### config.mk
export PLATFORM = sky130hd
export DESIGN_NAME = dot_channel_seq_flat
export DESIGN_NICKNAME = d
export VERILOG_FILES = /design/src/rtl/dot_channel_seq_pkg.sv /design/src/rtl/dot_channel_seq_if.sv /design/src/rtl/seq_index_counter.sv /design/src/rtl/dot_channel_seq.sv /design/src/flat_wrapper.sv
export SDC_FILE = /design/constraint.sdc
export NUM_CORES = 1
export LEC_CHECK = 0
export BUFFER_PORTS_ARGS = -buffer_cell sky130_fd_sc_hd__buf_2
export CORE_MARGIN = 4
export CORE_UTILIZATION = 45
export CTS_BUF_LIST = sky130_fd_sc_hd__clkbuf_8
export CTS_CLUSTER_DIAMETER = 50
export DETAILED_ROUTE_END_ITERATION = 8
export PLACE_DENSITY = 0.69
export SLEW_MARGIN = 40
export SYNTH_ARGS = -nofsm -noshare
export SYNTH_HDL_FRONTEND = slang
export SYNTH_SLANG_ARGS = --single-unit
### constraint.sdc
create_clock -name clk -period 2.6 [get_ports clk]
set_clock_uncertainty 0.15 [all_clocks]
set_input_delay 0 -clock clk [delete_from_list [all_inputs] [get_ports clk]]
set_output_delay 0 -clock clk [all_outputs]
set_load 0.02 [all_outputs]
### src/rtl/dot_channel_seq_pkg.sv
// Shared types and widths for the dot channel sequencer.
// DATA_LEN mirrors `data_len from num_data.v.
package dot_channel_seq_pkg;

  localparam int DATA_LEN = 16;
  localparam int CS_W     = 4;
  localparam int PHASE_W  = 3;
  localparam int TMO_W    = 8;

  typedef logic [DATA_LEN-1:0] data_t;
  typedef logic [CS_W-1:0]     cs_t;
  typedef logic [PHASE_W-1:0]  phase_t;

  typedef enum logic [1:0] {
    ST_IDLE = 2'd0,
    ST_LOAD = 2'd1,
    ST_OUT  = 2'd2,
    ST_DONE = 2'd3
  } seq_state_e;

endpackage

### src/rtl/dot_channel_seq_if.sv
// Channel-side and result-side signals of the sequencer.
// The master is the sequencer, and the slave is the channel plus the downstream consumer.
interface dot_channel_seq_if;
  import dot_channel_seq_pkg::*;

  logic   ws_load;
  logic   dc_load;
  cs_t    cs;
  phase_t phase;
  logic   dc_valid;
  data_t  dc_q;
  logic   res_valid;
  logic   res_ready;
  data_t  res_q;
  cs_t    res_cs;
  phase_t res_phase;

  modport master (
    output ws_load, dc_load, cs, phase, res_valid, res_q, res_cs, res_phase,
    input  dc_valid, dc_q, res_ready
  );

  modport slave (
    input  ws_load, dc_load, cs, phase, res_valid, res_q, res_cs, res_phase,
    output dc_valid, dc_q, res_ready
  );

endinterface

### src/rtl/seq_index_counter.sv
// Holds the (cs, phase) pair and walks it cs-fast, phase-slow.
// The clear input has priority over advance.
module seq_index_counter
  import dot_channel_seq_pkg::*;
#(
  parameter int CS_NUM    = 9,
  parameter int PHASE_NUM = 6
) (
  input  logic   clk,
  input  logic   rst_n,
  input  logic   clear,
  input  logic   advance,
  output cs_t    cs,
  output phase_t phase,
  output logic   last
);

  cs_t    cs_reg;
  phase_t phase_reg;
  logic   cs_wrap;

  assign cs_wrap = (cs_reg == cs_t'(CS_NUM - 1));

  always_ff @(posedge clk or negedge rst_n) begin
    if (!rst_n) begin
      cs_reg    <= '0;
      phase_reg <= '0;
    end else if (clear) begin
      cs_reg    <= '0;
      phase_reg <= '0;
    end else if (advance) begin
      if (cs_wrap) begin
        cs_reg    <= '0;
        phase_reg <= (phase_reg == phase_t'(PHASE_NUM - 1)) ? '0 : phase_reg + 1'b1;
      end else begin
        cs_reg <= cs_reg + 1'b1;
      end
    end
  end

  assign cs    = cs_reg;
  assign phase = phase_reg;
  assign last  = cs_wrap && (phase_reg == phase_t'(PHASE_NUM - 1));

endmodule

### src/rtl/dot_channel_seq.sv
// Sequencer for one dot channel: it loads each (cs, phase) pair, captures the result,
// and hands it downstream on a valid/ready port, with a timeout and an abort.
module dot_channel_seq
  import dot_channel_seq_pkg::*;
#(
  parameter int CS_NUM    = 9,
  parameter int PHASE_NUM = 6,
  parameter int TIMEOUT   = 31
) (
  input  logic clk,
  input  logic rst_n,
  input  logic start,
  input  logic abort,
  output logic busy,
  output logic done,
  output logic err,
  dot_channel_seq_if.master ch
);

  seq_state_e       state_reg;
  logic [TMO_W-1:0] tmo_cnt_reg;
  logic             load_reg;
  logic             res_valid_reg;
  logic             done_reg;
  logic             err_reg;
  data_t            res_q_reg;
  cs_t              res_cs_reg;
  phase_t           res_phase_reg;

  cs_t    idx_cs;
  phase_t idx_phase;
  logic   idx_last;
  logic   handshake;
  logic   tmo_hit;
  logic   idx_clear;
  logic   idx_advance;

  assign handshake = (state_reg == ST_OUT) && res_valid_reg && ch.res_ready;
  assign tmo_hit   = (state_reg == ST_LOAD) && !ch.dc_valid &&
                     (tmo_cnt_reg == TMO_W'(TIMEOUT - 1));

  // The indices read 0 in IDLE, so they are cleared on every path back to it.
  assign idx_clear   = abort || (state_reg == ST_IDLE) || (state_reg == ST_DONE) || tmo_hit;
  assign idx_advance = handshake && !idx_last;

  seq_index_counter #(
    .CS_NUM    (CS_NUM),
    .PHASE_NUM (PHASE_NUM)
  ) u_index (
    .clk     (clk),
    .rst_n   (rst_n),
    .clear   (idx_clear),
    .advance (idx_advance),
    .cs      (idx_cs),
    .phase   (idx_phase),
    .last    (idx_last)
  );

  always_ff @(posedge clk or negedge rst_n) begin
    if (!rst_n) begin
      state_reg     <= ST_IDLE;
      tmo_cnt_reg   <= '0;
      load_reg      <= 1'b0;
      res_valid_reg <= 1'b0;
      done_reg      <= 1'b0;
      err_reg       <= 1'b0;
      res_q_reg     <= '0;
      res_cs_reg    <= '0;
      res_phase_reg <= '0;
    end else begin
      done_reg <= 1'b0;
      if (abort) begin
        state_reg     <= ST_IDLE;
        tmo_cnt_reg   <= '0;
        load_reg      <= 1'b0;
        res_valid_reg <= 1'b0;
        res_q_reg     <= '0;
        res_cs_reg    <= '0;
        res_phase_reg <= '0;
      end else begin
        case (state_reg)
          ST_IDLE: begin
            if (start) begin
              err_reg     <= 1'b0;
              tmo_cnt_reg <= '0;
              load_reg    <= 1'b1;
              state_reg   <= ST_LOAD;
            end
          end
          ST_LOAD: begin
            if (ch.dc_valid) begin
              res_q_reg     <= ch.dc_q;
              res_cs_reg    <= idx_cs;
              res_phase_reg <= idx_phase;
              res_valid_reg <= 1'b1;
              load_reg      <= 1'b0;
              state_reg     <= ST_OUT;
            end else if (tmo_hit) begin
              err_reg       <= 1'b1;
              load_reg      <= 1'b0;
              res_q_reg     <= '0;
              res_cs_reg    <= '0;
              res_phase_reg <= '0;
              state_reg     <= ST_IDLE;
            end else begin
              tmo_cnt_reg <= tmo_cnt_reg + 1'b1;
            end
          end
          ST_OUT: begin
            if (handshake) begin
              res_valid_reg <= 1'b0;
              if (idx_last) begin
                done_reg  <= 1'b1;
                state_reg <= ST_DONE;
              end else begin
                tmo_cnt_reg <= '0;
                load_reg    <= 1'b1;
                state_reg   <= ST_LOAD;
              end
            end
          end
          ST_DONE: begin
            res_q_reg     <= '0;
            res_cs_reg    <= '0;
            res_phase_reg <= '0;
            state_reg     <= ST_IDLE;
          end
          default: state_reg <= ST_IDLE;
        endcase
      end
    end
  end

  assign busy         = (state_reg != ST_IDLE);
  assign done         = done_reg;
  assign err          = err_reg;
  assign ch.ws_load   = load_reg;
  assign ch.dc_load   = load_reg;
  assign ch.cs        = idx_cs;
  assign ch.phase     = idx_phase;
  assign ch.res_valid = res_valid_reg;
  assign ch.res_q     = res_q_reg;
  assign ch.res_cs    = res_cs_reg;
  assign ch.res_phase = res_phase_reg;

endmodule

### src/flat_wrapper.sv
// flat-port wrapper written by rule: the top's interface ports become plain ports
module dot_channel_seq_flat import dot_channel_seq_pkg::*;
#(
  parameter int CS_NUM    = 9,
  parameter int PHASE_NUM = 6,
  parameter int TIMEOUT   = 31
)
  (clk, rst_n, start, abort, busy, done, err, ch_ws_load, ch_dc_load, ch_cs, ch_phase, ch_res_valid, ch_res_q, ch_res_cs, ch_res_phase, ch_dc_valid, ch_dc_q, ch_res_ready);
  dot_channel_seq_if ch_i ();
  input  logic clk;
  input  logic rst_n;
  input  logic start;
  input  logic abort;
  output logic busy;
  output logic done;
  output logic err;
  output wire logic [$bits(ch_i.ws_load)-1:0] ch_ws_load;
  output wire logic [$bits(ch_i.dc_load)-1:0] ch_dc_load;
  output wire logic [$bits(ch_i.cs)-1:0] ch_cs;
  output wire logic [$bits(ch_i.phase)-1:0] ch_phase;
  output wire logic [$bits(ch_i.res_valid)-1:0] ch_res_valid;
  output wire logic [$bits(ch_i.res_q)-1:0] ch_res_q;
  output wire logic [$bits(ch_i.res_cs)-1:0] ch_res_cs;
  output wire logic [$bits(ch_i.res_phase)-1:0] ch_res_phase;
  input wire logic [$bits(ch_i.dc_valid)-1:0] ch_dc_valid;
  input wire logic [$bits(ch_i.dc_q)-1:0] ch_dc_q;
  input wire logic [$bits(ch_i.res_ready)-1:0] ch_res_ready;
  assign ch_ws_load = ch_i.ws_load;
  assign ch_dc_load = ch_i.dc_load;
  assign ch_cs = ch_i.cs;
  assign ch_phase = ch_i.phase;
  assign ch_res_valid = ch_i.res_valid;
  assign ch_res_q = ch_i.res_q;
  assign ch_res_cs = ch_i.res_cs;
  assign ch_res_phase = ch_i.res_phase;
  assign ch_i.dc_valid = ch_dc_valid;
  assign ch_i.dc_q = ch_dc_q;
  assign ch_i.res_ready = ch_res_ready;
  dot_channel_seq #(.CS_NUM(CS_NUM), .PHASE_NUM(PHASE_NUM), .TIMEOUT(TIMEOUT)) u_core (.clk(clk), .rst_n(rst_n), .start(start), .abort(abort), .busy(busy), .done(done), .err(err), .ch(ch_i));
endmodule
=== Word-level counts from Yosys, hierarchy flattened ===
Cells that the tools add are included.

* Logic and storage cells: 109
* Output and inout bits: 36
* Bits of input ports: 22
* Bits in registers: 44

* Reduce and logical (&&, ||, !) cells: 26
* Eq/ne operators: 16
* Bitwise gates (word level): 1
* $add $sub $neg: 3
* Muxes and demuxes: 52

{| class="wikitable"
|+ Operators by type and width
! kind !! count
|-
| 16-bit 2-to-1 mux || 3
|-
| 8-bit 2-to-1 mux || 6
|-
| 16-bit case mux with 2 select lines || 1
|-
| 4-bit 2-to-1 mux || 6
|-
| 8-bit case mux with 3 select lines || 1
|-
| 3-bit 2-to-1 mux || 7
|-
| 1-bit 2-to-1 mux || 16
|-
| 3-bit inequality test (second input constant) || 5
|-
| 2-bit 2-to-1 mux || 6
|-
| 5-bit AND reduction || 2
|-
| 8-bit by 1-bit adder with 8-bit output (second input constant) || 1
|-
| 8-bit by 5-bit == test with 1-bit output (second input constant) || 1
|-
| 2-bit case mux with 4 select lines || 1
|-
| 4-bit case mux with 2 select lines || 1
|-
| 2-bit nonzero test || 4
|-
| 1-bit logical AND || 6
|-
| 3-bit case mux with 2 select lines || 1
|-
| 3-bit AND reduction || 2
|-
| 6-bit AND reduction || 1
|-
| 3-bit nonzero test || 2
|-
| 4-bit by 1-bit adder with 4-bit output (second input constant) || 1
|-
| 2-bit == test (second input constant) || 2
|-
| 4-bit == test (second input constant) || 1
|-
| 2-bit inequality test (second input constant) || 2
|-
| other kinds (14) || 19
|}

=== Depth between registers and ports, before layout ===
Gate-level depths: netlist of run 1.

* Depth after elaboration: 7
* Mapped depth: 8
* Depth with buffers taken out: 6

=== Hierarchy ===
From an unflattened synthesis of run 1, not the netlist that was laid out.

* Cells, all modules: 238
* Area total of the unflattened synthesis: 2234.6 µm²

{| class="wikitable"
|+ By module, submodules not included
! module !! sequential area each (µm²) !! area an instance (µm²) !! instances !! cells each
|-
| dot_channel_seq || 925.9 || 1830.5 || 1 || 197
|-
| seq_index_counter || 175.2 || 404.1 || 1 || 41
|}

=== Worst setup path after synthesis of run 1 ===
No wires, ideal clock.

* Path kind: flip-flop to flip-flop
* Start point: register u_core.state_reg[0]
* End point: register u_core.tmo_cnt_reg[2]
* Period minus slack after synthesis: 2077 ps
* Stages on the path, launching flop included: 8
* Buffers on the path: 1
* Slack: 523 ps
* Library setup time: 82 ps
* Data arrival time: 1845 ps
* Required time: 2368 ps
* Path through: dfrtp_1 inv_1 ha_1 buf_4 nand3_2 a211o_1 or4_1 a31oi_1

* Cells in the longest elaborated chain, start to end: 5
* Elaborated cells on any way between the ends: 16
* Those cells by class: eq/ne: 7; mux: 2; reduce/logical: 7

{| class="wikitable"
|+ RTL lines
! element !! line !! text
|-
| start: declaration || dot_channel_seq.sv:20 || <nowiki>seq_state_e state_reg;</nowiki>
|-
| start signal: assignment || dot_channel_seq.sv:61 || <nowiki>state_reg <= ST_IDLE;</nowiki>
|-
| start signal: assignment || dot_channel_seq.sv:73 || <nowiki>state_reg <= ST_IDLE;</nowiki>
|-
| start signal: assignment || dot_channel_seq.sv:87 || <nowiki>state_reg <= ST_LOAD;</nowiki>
|-
| 2-bit by 1-bit == test with 1-bit output or 2-bit == test (tied branches) || dot_channel_seq.sv:39, dot_channel_seq.sv:81, dot_channel_seq.sv:38 ||
|-
| 1-bit logical AND, on equally long branches (2 in series) || dot_channel_seq.sv:39, dot_channel_seq.sv:38 ||
|-
| 3-bit inequality test (no source line) or 3-bit by 2-bit inequality test with 1-bit output (tied branches) || n/a ||
|-
| 6-bit AND reduction (no source line) || n/a ||
|-
| end signal: assignment || dot_channel_seq.sv:106 || <nowiki>tmo_cnt_reg <= tmo_cnt_reg + 1'b1;</nowiki>
|-
| end: declaration || dot_channel_seq.sv:21 || <nowiki>logic [TMO_W-1:0] tmo_cnt_reg;</nowiki>
|}

Several ways; a longest one is shown, not always the timed one.
A chain may end at the register's enable or synchronous reset.

=== Worst setup path after layout of run 1 ===
Same ends and word-level chain as after synthesis.

==> metrics.sh, run 1 <==
SYNTH-MAIN-FF-CELL='dfrtp_1'
MAXCLOCKFREQUENCY_MHz=427
DATA_ARRIVAL_TIME_OF_THE_CRITICAL_PATH_NS=2.42
POSTLAYOUTSETUPSLACKWORST_NS=0.256
TOTAL_LENGTH_OF_ROUTED_WIRES_UM=6540
CLOCK_TREE.HTREE_LEVEL_COUNT=2
POST_SYNTHESIS_NET_COUNT=297
SETUP_VIOL=0
LAYOUT.AREA.SEQ_UM2=1100
SYNTH_MOST_COMMON_CELL='dfrtp_1'
POST_ROUTE_CELLS_DRIVE_ABOVE_1_SHARE_PCT=22.4
ASYNC_FLOP_SHARE_PCT=100
POST-SYNTH-TOP-AREA-FRACTION_PCT=44.9
FIN_CRIT_SH_PCT=90.2
POWER.IR.VDD_WORST_mV=0.250
SYNTH.FF_LATCH_COUNT=44
DP_CELLS=379
PATH_CELLS='inv_1, ha_1, nand3_2, a211o_1, or4_1, a31oi_1'
YOSYS_WARNINGS=0
ANTENNA_LEFT=0
REGTOREGSETUPSLACK_NS=0.26
YS_SEQ_AREA_SHARE_PCT=44.9
WORST_PATH_LARGEST_CELL_DELAY_NS=0.56
GRT_PASS1_VIAS=2233
RELATIVE_SLEW_SLACK_PCT=54.3
DIE_X_UM=81.8
FINALNETCOUNT=365
VIA_PER_INST=5.72
WORST_EP_REQUIRED_TIME_NS=2.67
PORT-BUFFER-COUNT=57
DETAILROUTE.VIA_COUNT=2317
RUN_STATUS='finished clean'
WORST_SETUP_PATH_START_KIND='flip-flop'
POST_SYNTH_INST_COUNT=267
ANTENNA-DIODE-COUNT=0
START_UTIL_PCT=47.1
LARGEST_REG_FLOPS=16
GLOBAL_ROUTE.OVERFLOW_TOTAL=0
CRITICALPATHCATEGORY='reg2reg'
MULTIINPUTGATEAREA_UM2=1210
DESIGN.CORE.AREA_UM2=5200
FINAL_PERIOD_MINUS_WORST_SETUP_SLACK_NS=2.34
PRE_CTS_WS_NS=0.283
CTSROOTBUFFERMASTER='clkbuf_8'
AREA_DELTA_SYNTH_FINAL_PCT=24.6
DETAILEDROUTE.FIRSTITERATIONVIOLATIONS=121
SYNTH_CELL_TYPES=42
DIE-HEIGHT_UM=81.8
GLOBALPLACE.CONGESTION=0.841
ROW_COUNT=26
POST_LAYOUT_NONFILLER_INSTANCES=405
GRT_SETUP_UNREPAIRED='false'
CTS.SINKS=44
CRITICAL-PATH-TOP-DELAY-FAMILY='simple AND/OR/NAND/NOR gates'
DESIGN.DIE.AREA_UM2=6690
SYNTH_COMMONEST_CELLS='dfrtp_1, o21ai_0, nand4_1'
GRT_FIRST_PASS_WIRELENGTH_UM=10900
IO_PINS=58
CTS-BUFFERS-INSERTED=5
LEAKAGEPOWER_nW=1.37
GRT_MAX_DEGREE=45
POWER-PER-CELL-AREA_nW_PER_UM2=479
NUMBER_OF_ANTENNA_VIOLATIONS_AT_THE_FIRST_CHECK_IN_GLOBAL_ROUTING=0
MAXCAPVIOLCOUNT=0
WORSTSETUPENDPOINTTYPE='flip-flop'
DRT_PASS1_ITERATIONS=4
POST_SYNTH_INSTANCE_AREA_UM2=2450
TIMING.CRITICAL_PATH.BUF_INV=1
WORSTMARGINPINSLEW_NS=0.682
CRITPATHSLOWESTCELL='or4_1'
WL_PER_CELL_UM=16.2
SYNTH.AREA.TOP_CELLS='dfrtp_1, nand4_1, o21ai_0, nand2b_1, ha_1'
SYNTH_ENABLE_FLOP_CELLS=0
CLOCK_INSERTION_DELAY_WORST_SKEW_NS=0.30
FINAL_UTIL_PCT=58.6
POST-ROUTE-DRC-COUNT=0
TOTAL_NEGATIVE_SLACK_NS=0
CTS.REPORTEDPATHS.CLKPINSLEW_NS=0.08
DP_HPWL_UM=4140
CTS-RESIZED-GATES=0
FINAL_NUMBER_OF_MAX_TRANSITION_VIOLATIONS=0
N_FILL_CELL=484
CTS_TREE='done'
FINAL_HOLD_VIOS=0
TIMING.CRITICAL_PATH.FANOUT_MAX=12
CLASSIFICATION_OF_THE_WORST_SLACK_HOLD_PATH='in2async'
SYNTH.AVG_CELL_AREA_UM2=9.18
CTS_BUFFER_DEPTH=2
SYNTH_TOP_CELL_BY_AREA='dfrtp_1'
GRT_USE_TOTAL_PCT=21.0
-- layout by cell type, fill, tap and decap left out, types with 5 or more instances in the layout --
master         synthesis  layout
buf_2                  0      56
dfrtp_1               44      44
o21ai_0               33      33
nand4_1               29      29
nand2b_1              25      25
dlygate4sd3_1          0      19
inv_1                 10      10
nor2_1                10      10
a21oi_1               10      10
nand3_1                9       9
ha_1                   8       8
buf_4                  2       8
nand2_1                7       7
a31oi_1                7       7
clkbuf_8               0       5
-- cell type report --
class | count | share of cell area (%)
Sequential cell | 44 | 36.1
Clock inverter | 2 | 0.410
Multi-Input combinational cell | 191 | 39.8
Timing Repair Buffer | 83 | 17.4
Clock buffer | 5 | 2.26
Tap cell | 70 | 2.87
Inverter | 10 | 1.23
-- per-layer routing --
metal,up-vias,part of all wire [%],GRT usage (%)
met4,0,1.7,8.14
li1,1117,-,-
met1,1105,44,27.7
met3,11,7.0,5.70
met5,-,0,0
met2,84,48,32.9
-- metrics by stage --
stage	total power, mW	hold slack, ns	cell area (um^2)
CTS	1.48	0.0820	3050
global route	1.55	0.0939	3050
floorplan	0.929	-0.446	2450
detailed placement	1.04	-0.116	2780
finish	1.46	0.0758	3050
global placement	1.04	0.0733	2780
-- power breakdown --
part	leakage, nW	switching [mW]	internal, mW	total (mW)
Clock	0.0400	0.236	0.182	0.418
Combinational	0.722	0.205	0.114	0.319
Sequential	0.609	0.0176	0.708	0.725
Total	1.37	0.459	1.00	1.46
-- final timing paths --
path,from,to,depth (start not counted)
min in group clk,abort,u_core.ch.res_valid,2
min reg2reg,u_core.ch.res_q[15],u_core.ch.res_q[15],2
min,rst_n,u_core.tmo_cnt_reg[4],2
max in group asynchronous,rst_n,u_core.ch.res_q[8],2
max,u_core.state_reg[0],u_core.tmo_cnt_reg[2],6
max reg2reg,u_core.state_reg[0],u_core.tmo_cnt_reg[2],6
-- cell families after synthesis --
family          share of synthesized area [%]
fa+ha+maj                                4.09
simple gates                             26.8
mux                                      1.23
buf+inv                                  5.52
xor+xnor                                0.358
flops                                    44.9
compound gates                           17.1
-- timing repair --
item,CTS,global route
hold endpoints to repair,63,0
hold buffers,19,0
setup buffers,0,0
(Power assumes the default switching activity.)
==> inputs of run 2 (changes only) <==
- CORE_ASPECT_RATIO: not set -> 1.75
- CORE_MARGIN: 4 -> 5
- CORE_UTILIZATION: 45 -> 50
- PLACE_DENSITY: 0.69 -> 0.75
==> run 2 against run 1 <==
Clock-buffer cell count unchanged. Hold slack got worse by 0.0028 ns. Sequential share of layout area is 0.84 points lower. Sequential cell count is the same.
==> metrics.sh, run 2 (same netlist as run 1, synthesis figures left out) <==
CTS-BUFFERS-INSERTED=5
M1WIRELENGTH_UM=2510
DETAILROUTE.VIA_COUNT=2370
WORSTSETUPENDPOINTTYPE='flip-flop'
AREA_DELTA_SYNTH_FINAL_PCT=27.5
WORST_SETUP_PATH_START_KIND='flip-flop'
DIE_X_UM=62.9
CTSROOTBUFFERMASTER='clkbuf_8'
MET3WIRELENGTH_UM=379
GLOBAL_ROUTE.OVERFLOW_TOTAL=0
POST-ROUTE-DRC-COUNT=0
WORSTMARGINPINSLEW_NS=0.637
DP_HPWL_UM=4500
CLASSIFICATION_OF_THE_WORST_SLACK_HOLD_PATH='in2reg'
DETAILEDROUTE.FIRSTITERATIONVIOLATIONS=148
RELATIVE_SLEW_SLACK_PCT=57.4
MAXCAPVIOLCOUNT=0
ANTENNA-DIODE-COUNT=0
TOTAL_LENGTH_OF_ROUTED_WIRES_UM=6680
CTS.SINKS=44
RUN_STATUS='finished clean'
CTS_BUFFER_DEPTH=2
GLOBALPLACE.CONGESTION=0.878
PORT-BUFFER-COUNT=57
FIN_CRIT_SH_PCT=85.8
TIMING.CRITICAL_PATH.FANOUT_MAX=9
CLOCK_TREE.HTREE_LEVEL_COUNT=2
WL_PER_CELL_UM=17.0
CTS_TREE='done'
GRT_PASS1_VIAS=2426
FINAL_UTIL_PCT=66.4
GRT_SETUP_UNREPAIRED='false'
POST_ROUTE_CELLS_DRIVE_ABOVE_1_SHARE_PCT=23.5
CTS-RESIZED-GATES=0
POWER-PER-CELL-AREA_nW_PER_UM2=536
FINALNETCOUNT=371
WORST_EP_REQUIRED_TIME_NS=2.67
IO_PINS=58
VIA_PER_INST=6.03
LARGEST_REG_FLOPS=16
CLOCK_INSERTION_DELAY_WORST_SKEW_NS=0.30
COMMONEST_CELLS_AFTER_ROUTING_FILL_AND_TAPS_ASIDE='buf_2, dfrtp_1, o21ai_0, nand4_1, nand2b_1'
TOTAL_NEGATIVE_SLACK_NS=0
CTS_HOLD_REPAIR.BUFFERS=20
CTS.REPORTEDPATHS.CLKPINSLEW_NS=0.08
DATA_ARRIVAL_TIME_OF_THE_CRITICAL_PATH_NS=2.30
WL_MET2_UM=3720
DRT_PASS1_ITERATIONS=4
FINAL_PERIOD_MINUS_WORST_SETUP_SLACK_NS=2.23
MAXUSEDROUTINGLAYER='met4'
SETUP_VIOL=0
DIE-HEIGHT_UM=103
DESIGN.CORE.AREA_UM2=4710
ROW_COUNT=33
FINAL_COMMON_CELL='buf_2'
START_UTIL_PCT=52.0
MAXCLOCKFREQUENCY_MHz=448
POWER.IR.VDD_WORST_mV=0.522
CTS_SETUP_BUFFERS=0
NUMBER_OF_ANTENNA_VIOLATIONS_AT_THE_FIRST_CHECK_IN_GLOBAL_ROUTING=0
FINAL_NUMBER_OF_MAX_TRANSITION_VIOLATIONS=0
ANTENNA_LEFT=0
DESIGN.DIE.AREA_UM2=6460
CRITICALPATHCATEGORY='reg2reg'
GRT_FIRST_PASS_WIRELENGTH_UM=11300
FINAL_HOLD_VIOS=0
GRT_USE_TOTAL_PCT=21.4
LEAKAGEPOWER_nW=1.42
GRT_MAX_DEGREE=45
## run 2: changes by cell type in the layout (fill, tap and decap cells not counted), sizes merged
cell,delta
dlygate4sd3,+1
bufinv,+2
buf,+5
clkinv,-1
clkinvlp,-1
## run 2: critical path, stage by stage, from the launching register on
cell and delay, ns:
dfrtp_1 0.41, inv_1 0.11, ha_1 0.35, nand3_2 0.11
a211o_1 0.34, or4_1 0.51, a31oi_1 0.18
## run 2: area by class of cell
type / count / area, um^2
fill: 411 / 1580
multi-input combinational: 191 / 1210
sequential: 44 / 1100
timing repair buffer: 89 / 578
clock buffer: 5 / 68.8
tap: 52 / 65.1
clock inverter: 2 / 60.1
inverter: 10 / 37.5
## run 2: final timing paths
path / from / to / slack [ns] / cells past startpoint
setup / recovery: u_core.state_reg[0] / u_core.tmo_cnt_reg[2] / 0.37 / 6
hold / removal: abort / u_core.ch.res_valid / 0.07 / 2
setup reg to reg: u_core.state_reg[0] / u_core.tmo_cnt_reg[2] / 0.37 / 6
hold reg to reg: u_core.err / u_core.err / 0.39 / 1
max in group asynchronous: rst_n / u_core.u_index.cs[1] / 1.81 / 2
min in group asynchronous: rst_n / u_core.tmo_cnt_reg[4] / 0.08 / 2
## run 2: power breakdown
group	switching, mW	total [mW]	internal [mW]
Clock	0.234	0.613	0.378
Sequential	0.0162	0.724	0.708
Combinational	0.213	0.338	0.125
## run 2: stage by stage
step / total power [mW] / hold WS [ns] / cell area, um^2 / setup slack, ns / cells
after floorplan: 0.929 / -0.446 / 2450 / 0.523 / 267
after global placement: 1.05 / 0.0706 / 2790 / 0.460 / 366
after detailed placement: 1.05 / -0.117 / 2800 / 0.357 / 366
after CTS: 1.68 / 0.0797 / 3120 / 0.370 / 393
after global routing: 1.75 / 0.122 / 3120 / 0.237 / 393
final: 1.67 / 0.0730 / 3120 / 0.368 / 393
## run 2: routing by layer
layer | vias to the layer above | global-route usage (%)
met5 | - | 0
met2 | 77 | 39.2
li1 | 1126 | -
met4 | 0 | 7.19
met3 | 7 | 4.58
met1 | 1160 | 24.3
==> inputs of run 3 (changes only) <==
- CELL_PAD_IN_SITES_DETAIL_PLACEMENT: not set -> 0
- CELL_PAD_IN_SITES_GLOBAL_PLACEMENT: not set -> 1
- CORE_UTILIZATION: 50 -> 42
- PLACE_DENSITY: 0.75 -> not set
- PLACE_DENSITY_LB_ADDON: not set -> 0.1
==> run 3 against run 2 <==
Cell count is 5.6% higher. First-iteration DRC count decreased by 6.8%. Sequential cell count stayed put. Non-clock buffer count decreased by 3. Wire length increased by 5.0%. Combinational power is 3% lower. Critical endpoint unchanged.
==> metrics.sh, run 3 (same netlist as run 1, synthesis figures left out) <==
RUN_STATUS='finished clean'
CRITICALPATHCATEGORY='reg2reg'
MAXCLOCKFREQUENCY_MHz=436
MAXCAPVIOLCOUNT=0
GRT_USE_TOTAL_PCT=19.5
CLOCK_TREE.HTREE_LEVEL_COUNT=2
ANTENNA-DIODE-COUNT=0
TOTALPOWERFINAL_mW=1.50
CLASSIFICATION_OF_THE_WORST_SLACK_HOLD_PATH='in2async'
WORST_SETUP_PATH_START_KIND='flip-flop'
RELATIVE_SLEW_SLACK_PCT=56.2
TIMING.CRITICAL_PATH.FANOUT_MAX=12
LEAKAGEPOWER_nW=1.40
PORT-BUFFER-COUNT=57
ANTENNA_LEFT=0
POST-ROUTE-DRC-COUNT=0
FINAL_HOLD_VIOS=0
CTS_TREE='done'
SWITCHING_SHARE_PCT=30.9
CTS.SINKS=44
WL_PER_CELL_UM=16.9
POWER-PER-CELL-AREA_nW_PER_UM2=485
VIA_PER_INST=5.58
POST_ROUTE_CELLS_DRIVE_ABOVE_1_SHARE_PCT=23.3
TOTAL_LENGTH_OF_ROUTED_WIRES_UM=7010
GRT_MAX_DEGREE=41
DIE-HEIGHT_UM=111
GRT_FIRST_PASS_WIRELENGTH_UM=11400
WORSTSETUPENDPOINTTYPE='flip-flop'
DIE_X_UM=67.7
FIN_CRIT_SH_PCT=88.3
WORST_EP_REQUIRED_TIME_NS=2.67
GLOBALPLACE.CONGESTION=0.799
LARGEST_REG_FLOPS=16
START_UTIL_PCT=43.5
DETAILEDROUTE.FIRSTITERATIONVIOLATIONS=138
FINAL_PERIOD_MINUS_WORST_SETUP_SLACK_NS=2.30
CTS-BUFFERS-INSERTED=5
DESIGN.CORE.AREA_UM2=5630
TOTAL_NEGATIVE_SLACK_NS=0
FINAL_COMMON_CELL='buf_2'
POWER.SHARE.SEQUENTIAL_PCT=48.4
DRT_PASS1_ITERATIONS=4
CELL_INTERNAL_PWR_mW=1.04
DP_HPWL_UM=4780
GRT_SETUP_UNREPAIRED='false'
DETAILROUTE.VIA_COUNT=2316
GLOBAL_ROUTE.OVERFLOW_TOTAL=0
GRT_PASS1_VIAS=2383
POWER.IR.VDD_WORST_mV=0.226
REGTOREGSETUPSLACK_NS=0.30
POWER_FRAC_COMB_PCT=21.8
AREA_DELTA_SYNTH_FINAL_PCT=26.3
NUMBER_OF_ANTENNA_VIOLATIONS_AT_THE_FIRST_CHECK_IN_GLOBAL_ROUTING=0
FINAL_NUMBER_OF_MAX_TRANSITION_VIOLATIONS=0
N_FILL_CELL=534
SETUP_VIOL=0
DESIGN.DIE.AREA_UM2=7520
IO_PINS=58
DATA_ARRIVAL_TIME_OF_THE_CRITICAL_PATH_NS=2.37
CTSROOTBUFFERMASTER='clkbuf_8'
CTS_BUFFER_DEPTH=2
WORSTMARGINPINSLEW_NS=0.658
ROW_COUNT=36
COMMONEST_CELLS_AFTER_ROUTING_FILL_AND_TAPS_ASIDE='buf_2, dfrtp_1, o21ai_0, nand4_1, nand2b_1'
CLOCKPOWERSHARE_PCT=29.8
CLOCK_INSERTION_DELAY_WORST_SKEW_NS=0.30
CTS_SETUP_BUFFERS=0
CTS.REPORTEDPATHS.CLKPINSLEW_NS=0.08
SWITCHINGPOWER_mW=0.464
FINALNETCOUNT=368
==> run 3: changes by cell type in the layout (fill, tap and decap cells not counted) <==
cell,delta
clkbuf_8,+1
dlygate4sd3_1,-1
clkinv_2,+2
buf_4,-2
bufinv_16,-2
==> run 3: worst max-delay path, stage by stage (launching register included) <==
cell and delay, ns:
dfrtp_1 0.40, inv_1 0.10, ha_1 0.19, nand3_2 0.17, a211o_1 0.49, or4_1 0.54, a31oi_1 0.17
==> run 3: final cells by class <==
type / instances / area [um^2] / share of cell area, %
Multi-Input combinational cell: 191 / 1210 / 39.2
Sequential cell: 44 / 1100 / 35.6
Timing Repair Buffer: 86 / 553 / 17.9
Tap cell: 76 / 95.1 / 3.07
Clock buffer: 6 / 82.6 / 2.67
Inverter: 10 / 37.5 / 1.21
Clock inverter: 2 / 10.0 / 0.324
==> run 3: worst paths after layout <==
path                                startpoint                    end  cells after the start
min                                      rst_n     u_core.ch.res_q[1]                      2
min reg2reg                         u_core.err             u_core.err                      1
max reg2reg                u_core.state_reg[0]  u_core.tmo_cnt_reg[2]                      6
max                        u_core.state_reg[0]  u_core.tmo_cnt_reg[2]                      6
max in group asynchronous                rst_n    u_core.ch.res_cs[3]                      3
min in group clk                         abort    u_core.ch.res_valid                      2
==> run 3: power by group through the flow <==
stage	Combinational [mW]	Clock (mW)	Sequential (mW)
3_5_place_dp	0.306	0	0.740
6_report	0.327	0.446	0.726
3_3_place_gp	0.307	0	0.739
5_1_grt	0.359	0.492	0.730
2_1_floorplan	0.166	0	0.763
4_1_cts	0.330	0.468	0.726
==> run 3: through the flow <==
step                      cells  setup WS, ns  hold slack, ns  cell area [um^2]  utilization (%)
after global placement      388         0.365       -0.000470              2810             49.9
final                       415         0.305          0.0491              3090             54.9
after global routing        415         0.172          0.0789              3090             54.9
after detailed placement    388         0.321          -0.156              2810             49.9
after floorplan             267         0.523          -0.446              2450                -
after CTS                   415         0.302          0.0628              3090             54.9
==> run 3: repair_timing <==
item	CTS	global route
resized for setup	0	0
hold buffers	19	0
endpoints found under the hold margin	63	0
==> run 3: metal layers <==
layer	global-route usage (%)	vias to the layer above	wire, um	part of all wire, %
li1	-	1123	-	-
met1	22.1	1113	2710	39
met2	34.7	68	3820	54
met3	3.04	12	337	4.8
met4	7.59	0	148	2.1
met5	0	-	0	0
